[config.mk]
export PLATFORM = sky130hd
export DESIGN_NAME = icmp_receiver
export DESIGN_NICKNAME = d
export VERILOG_FILES = /design/src/rtl/icmp_receiver.sv
export SDC_FILE = /design/constraint.sdc
export NUM_CORES = 1
export LEC_CHECK = 0
export ABC_AREA = 1
export CAP_MARGIN = 15
export CORE_ASPECT_RATIO = 0.75
export CORE_MARGIN = 1.5
export CORE_UTILIZATION = 52
export DETAILED_ROUTE_END_ITERATION = 16
export PLACE_DENSITY = 0.83
export SLEW_MARGIN = 15
export SYNTH_ARGS = -nofsm -noshare
export SYNTH_HDL_FRONTEND = slang
export SYNTH_SLANG_ARGS = --single-unit
[constraint.sdc]
create_clock -name clock -period 20.6 [get_ports clock]
set_input_delay 2.06 -clock clock [delete_from_list [all_inputs] [get_ports clock]]
set_output_delay 2.06 -clock clock [all_outputs]
set_load 0.005 [all_outputs]
[src/rtl/icmp_receiver.sv]
// ICMP message receiver: reassembles header, typedata and data words and checks the RFC 1071 checksum.
// Define ICMP_TYPE_FILTER_EN to reject checksum-good messages whose type is not 0, 3, 8 or 11.
//
// state | meaning
// IDLE  | waiting for a word with sof
// RECV  | collecting words 1..NUM_DATA_WORDS+1, idle timeout armed
// CHECK | one cycle: verify checksum, publish fields or flag error
module icmp_receiver #(
    parameter int NUM_DATA_WORDS = 3,
    parameter int TIMEOUT_CYCLES = 16
) (
    input  logic                        clock,
    input  logic                        actreset,
    input  logic [31:0]                 inword,
    input  logic                        inword_valid,
    input  logic                        sof,
    output logic                        in_ready,
    output logic [7:0]                  typeoficmp,
    output logic [7:0]                  code,
    output logic [15:0]                 rx_checksum,
    output logic [31:0]                 typedata,
    output logic [32*NUM_DATA_WORDS-1:0] payload,
    output logic                        msg_valid,
    output logic                        csum_err,
    output logic                        frame_err,
    output logic                        type_err,
    output logic                        busy
);
    localparam int NW = NUM_DATA_WORDS + 2;
    localparam int CW = $clog2(NW);
    localparam int TW = $clog2(TIMEOUT_CYCLES);

    typedef enum logic [1:0] {IDLE, RECV, CHECK} state_t;

    state_t              state, state_nxt;
    logic [NW-1:0][31:0] shadow;
    logic [15:0]         acc;
    logic [CW-1:0]       cnt;
    logic [TW-1:0]       idle_cnt;
    logic                accept, start, restart, timeout, last_word, csum_ok, type_ok;

    // ones'-complement add of both halves of a word, end-around carry folded twice
    function automatic logic [15:0] csum_add(input logic [15:0] a, input logic [31:0] w);
        logic [17:0] s;
        logic [16:0] f;
        s = {2'b00, a} + {2'b00, w[31:16]} + {2'b00, w[15:0]};
        f = {1'b0, s[15:0]} + {15'b0, s[17:16]};
        return f[15:0] + {15'b0, f[16]};
    endfunction

    assign in_ready  = (state != CHECK);
    assign busy      = (state != IDLE);
    assign accept    = inword_valid & in_ready;
    assign start     = accept & sof;
    assign restart   = (state == RECV) & start;
    assign last_word = (cnt == CW'(NW - 1));
    assign timeout   = (state == RECV) & ~accept & (idle_cnt == TW'(TIMEOUT_CYCLES - 1));
    assign csum_ok   = (acc == 16'hFFFF);

`ifdef ICMP_TYPE_FILTER_EN
    assign type_ok = shadow[0][31:24] inside {8'd0, 8'd3, 8'd8, 8'd11};
`else
    assign type_ok  = 1'b1;
    assign type_err = 1'b0;
`endif

    always_ff @(posedge clock or posedge actreset) begin
        if (actreset) state <= IDLE;
        else          state <= state_nxt;
    end

    always_comb begin
        state_nxt = state;
        case (state)
            IDLE:    if (start) state_nxt = RECV;
            RECV: begin
                if (accept) begin
                    if (!sof && last_word) state_nxt = CHECK;
                end else if (timeout) begin
                    state_nxt = IDLE;
                end
            end
            CHECK:   state_nxt = IDLE;
            default: state_nxt = IDLE;
        endcase
    end

    always_ff @(posedge clock or posedge actreset) begin
        if (actreset) begin
            shadow      <= '0;
            acc         <= '0;
            cnt         <= '0;
            idle_cnt    <= '0;
            typeoficmp  <= '0;
            code        <= '0;
            rx_checksum <= '0;
            typedata    <= '0;
            payload     <= '0;
            msg_valid   <= 1'b0;
            csum_err    <= 1'b0;
            frame_err   <= 1'b0;
`ifdef ICMP_TYPE_FILTER_EN
            type_err    <= 1'b0;
`endif
        end else begin
            msg_valid <= 1'b0;
            csum_err  <= 1'b0;
            frame_err <= restart | timeout;
`ifdef ICMP_TYPE_FILTER_EN
            type_err  <= 1'b0;
`endif
            if (start) begin
                shadow[0] <= inword;
                acc       <= csum_add(16'h0000, inword);
                cnt       <= CW'(1);
                idle_cnt  <= '0;
            end else if (state == RECV && accept) begin
                shadow[cnt] <= inword;
                acc         <= csum_add(acc, inword);
                cnt         <= cnt + 1'b1;
                idle_cnt    <= '0;
            end else if (state == RECV) begin
                idle_cnt <= idle_cnt + 1'b1;
            end

            if (state == CHECK) begin
                if (!csum_ok) csum_err <= 1'b1;
`ifdef ICMP_TYPE_FILTER_EN
                else if (!type_ok) type_err <= 1'b1;
`endif
                else if (type_ok) begin
                    msg_valid   <= 1'b1;
                    typeoficmp  <= shadow[0][31:24];
                    code        <= shadow[0][23:16];
                    rx_checksum <= shadow[0][15:0];
                    typedata    <= shadow[1];
                    for (int i = 0; i < NUM_DATA_WORDS; i++)
                        payload[32*(NUM_DATA_WORDS-1-i) +: 32] <= shadow[2+i];
                end
            end
        end
    end
endmodule

==> metrics.yaml <==
cpMostUsedCell: "nand2_1"
cp_slowest_cell: "clkdlybuf4s50_1"
grt_pass1_vias: 14200
n_antenna_cell: 0
finalSetupViolations: 0
clockBufferDepth: 3
cts_tree: "built"
cp.arrival_ps: 8120
cts_resized: 0
ir_drop_mv: 0.0827
ys.warnings.count: 0
numCtsBuffers: 35
gp_congestion: 0.947
endpoint_kind: "register"
synth_top_area_cell: "dfrtp_1"
pwr-share-clk_pct: 26.0
switching_share_pct: 39.2
die_area_um2: 33600
avgSynthCellArea_um2: 8.07
dr.pass1.iters: 7
post_cts.repair.setup_buffers: 0
ys.flop_type: "dfrtp_1"
post-route-min-period_ps: 7740
dpl.hpwl_um: 35000
routed_wirelength_um: 48600
synthArstFlopShare_pct: 100
crit_type: "in -> reg"
synth_top_area_share_pct: 51.6
cap_violations: 0
die_w_um: 211
synth_seq_cells: 348
final-hold-violation-count: 0
leakagePower_nw: 10.5
viasPerCell: 5.37
cpPeakStageDelay_ps: 730
top_layer: "met4"
cts.sinks: 348
syn_inst: 2092
area_growth_pct: 20.9
coreArea_um2: 31600
drc: 0
synth_mux_area_share_pct: 0
yosys.area_share.simple_pct: 27.6
drive_gt1_share_pct: 6.28
grt_max_degree: 138
overflow: 0
clk_pin_slew_ps: 60
wl_met1_um: 22000
antenna_found_initial: 0
crit_fanout: 5
clk_latency_ps: 520
placed_area_um2: 19300
ios: 202
synthAdderAreaFrac_pct: 5.37
finalNetCount: 2367
seq_area_frac_synth_pct: 51.6
syn-cell-area_um2: 16900
place_ws_ps: 12400
row_count: 56
hold_class: "reg -> reg"
drt_iter0_markers: 1466
slew_headroom_pct: 28.7
routed-via-count: 14700
power-per-cell-area_nw_per_um2: 119
cts_hold_buf: 0
die_y_um: 159
power_frac_seq_pct: 38.3
synth_top_family_by_area: "simple AND/OR/NAND/NOR gates"
yosysUniqueCellTypes: 41
synth_nets: 2189
drtAntennaViolNets: 0
track_usage_pct: 29.6
root_buffer: "clkbuf_16"
hold-worst-slack_ps: 463
wl_met2_um: 21600
clock.fmax_mhz: 129
rsz0062_at_grt: "false"
tightest_slew_ps: 1060
fin_area_um2: 20400
io_buffers: 200
drv_slew: 0
cp.required_ps: 20980
synth_compound_area_share_pct: 8.27
start_util_pct: 53.4
synth.area.top_cells: "dfrtp_1, nand2_1, o21ai_0"
status: "finished clean"
p_int_w: 0.00148
timing.final.crit_share_pct: 37.6
cts_max_level: 2
tns_ps: 0
wl_per_cell_um: 17.8
fin_util_pct: 64.5
start_kind: "primary input"
clock_skew_ps: 17.8
grt_pass1_wl_um: 78400
synth_edf_count: 0
combPwrFrac_pct: 35.6
synth_xor_area_share_pct: 0.778
switchingPower_w: 0.000951
wl_met3_um: 3390
finalWorstSetupSlack_ps: 12860
==> final timing paths <==
kind / from / to / slack, ps / depth (start not counted)
min in group asynchronous: actreset / code[0]$_DFFE_PP0P_ / 2090 / 2
min reg2reg: shadow[120]$_DFFE_PP0P_ / payload[56]$_DFFE_PP0P_ / 460 / 2
max in group asynchronous: actreset / shadow[86]$_DFFE_PP0P_ / 16010 / 4
max: inword[9] / acc[12]$_DFFE_PP0P_ / 12860 / 39
max reg2reg: acc[3]$_DFFE_PP0P_ / acc[12]$_DFFE_PP0P_ / 14630 / 39
min: shadow[120]$_DFFE_PP0P_ / payload[56]$_DFFE_PP0P_ / 460 / 2
==> Yosys cell counts, types with 3 or more instances <==
master	n
xor2_1	11
clkbuf_1	66
a21oi_2	3
nand3_2	19
ha_1	42
nand3b_1	4
nand2_2	16
nor3_1	7
xnor2_1	4
nor2_1	65
o21ai_0	209
nand4_1	34
inv_1	201
a21oi_1	38
fa_1	19
nor2_4	6
nand3_1	71
nand2_1	871
o22ai_1	3
nor2_2	16
o21ai_1	3
dfrtp_1	348
o21bai_1	3
inv_2	12
==> routing by layer <==
| layer | vias to the layer above | track usage, % |
|---|---|---|
| li1 | 6931 | - |
| met1 | 7011 | 43.5 |
| met2 | 612 | 45.0 |
| met3 | 97 | 4.34 |
| met4 | 0 | 10.6 |
| met5 | - | 0 |
==> critical path: cells and delay by family <==
family | cells | cell delay (ps)
buffers and inverters | 3 | 860
AOI/OAI and AO/OA | 4 | 400
adders and majority gates | 6 | 1690
and+or+nand+nor | 24 | 2770
xor gates and xnor gates | 2 | 350
==> cell usage in the layout (no fill, tap or decap), types with 4 or more instances in the layout <==
master,instances
inv_2,12
nand3_1,71
buf_4,11
fa_1,19
nor2_2,16
clkbuf_1,6
clkbuf_8,8
o21ai_0,209
nand3b_1,4
nor2_4,6
clkdlybuf4s50_1,200
nand2_1,870
nand2_2,16
nor2_1,65
inv_1,199
clkinv_2,5
nor3_1,7
clkbuf_16,36
nand4_1,34
ha_1,42
xnor2_1,4
dfrtp_1,348
nand3_2,19
a21oi_1,38
xor2_1,11
==> registers in the layout, summed over array words and instances (netlist names) <==
name         cells
acc             16
cnt              3
code             8
csum_err         1
frame_err        1
idle_cnt         4
msg_valid        1
payload         96
rx_checksum     16
shadow         160
state            2
typedata        32
typeoficmp       8
==> layout make-up <==
cell class              count  area, um2
clock buffers              50       1030
clock inverters            11        105
fillers                  2532      11200
inverters                 214        813
multi-input cells        1460       7110
flip-flops and latches    348       8710
well taps                 435        544
repair buffers            211       2080
==> metrics by stage <==
step | instances | total power (W)
3_5_place_dp | 2668 | 0.00179
4_1_cts | 2729 | 0.00242
6_report | 2729 | 0.00243
5_1_grt | 2729 | 0.00260
3_3_place_gp | 2668 | 0.00175
2_1_floorplan | 2092 | 0.00154
==> power groups by stage <==
stage / sequential [W] / clock, W / combinational, W
after floorplan: 0.000907 / 0 / 0.000633
after global placement: 0.000930 / 0 / 0.000822
after detailed placement: 0.000936 / 0 / 0.000849
after CTS: 0.000927 / 0.000639 / 0.000858
after global routing: 0.000944 / 0.000668 / 0.000985
final: 0.000931 / 0.000632 / 0.000865
==> cell families (layout without fill, tap and decap cells) <==
| logic type | after synthesis | after routing |
|---|---|---|
| and+or+nand+nor | 1115 | 1115 |
| DFF | 348 | 348 |
| buffers and inverters | 284 | 486 |
| AOI/OAI and AO/OA | 268 | 268 |
| adders and majority gates | 61 | 61 |
| xor gates and xnor gates | 15 | 15 |
| other | 1 | 1 |
No activity file was read; power rests on OpenSTA's default activity.
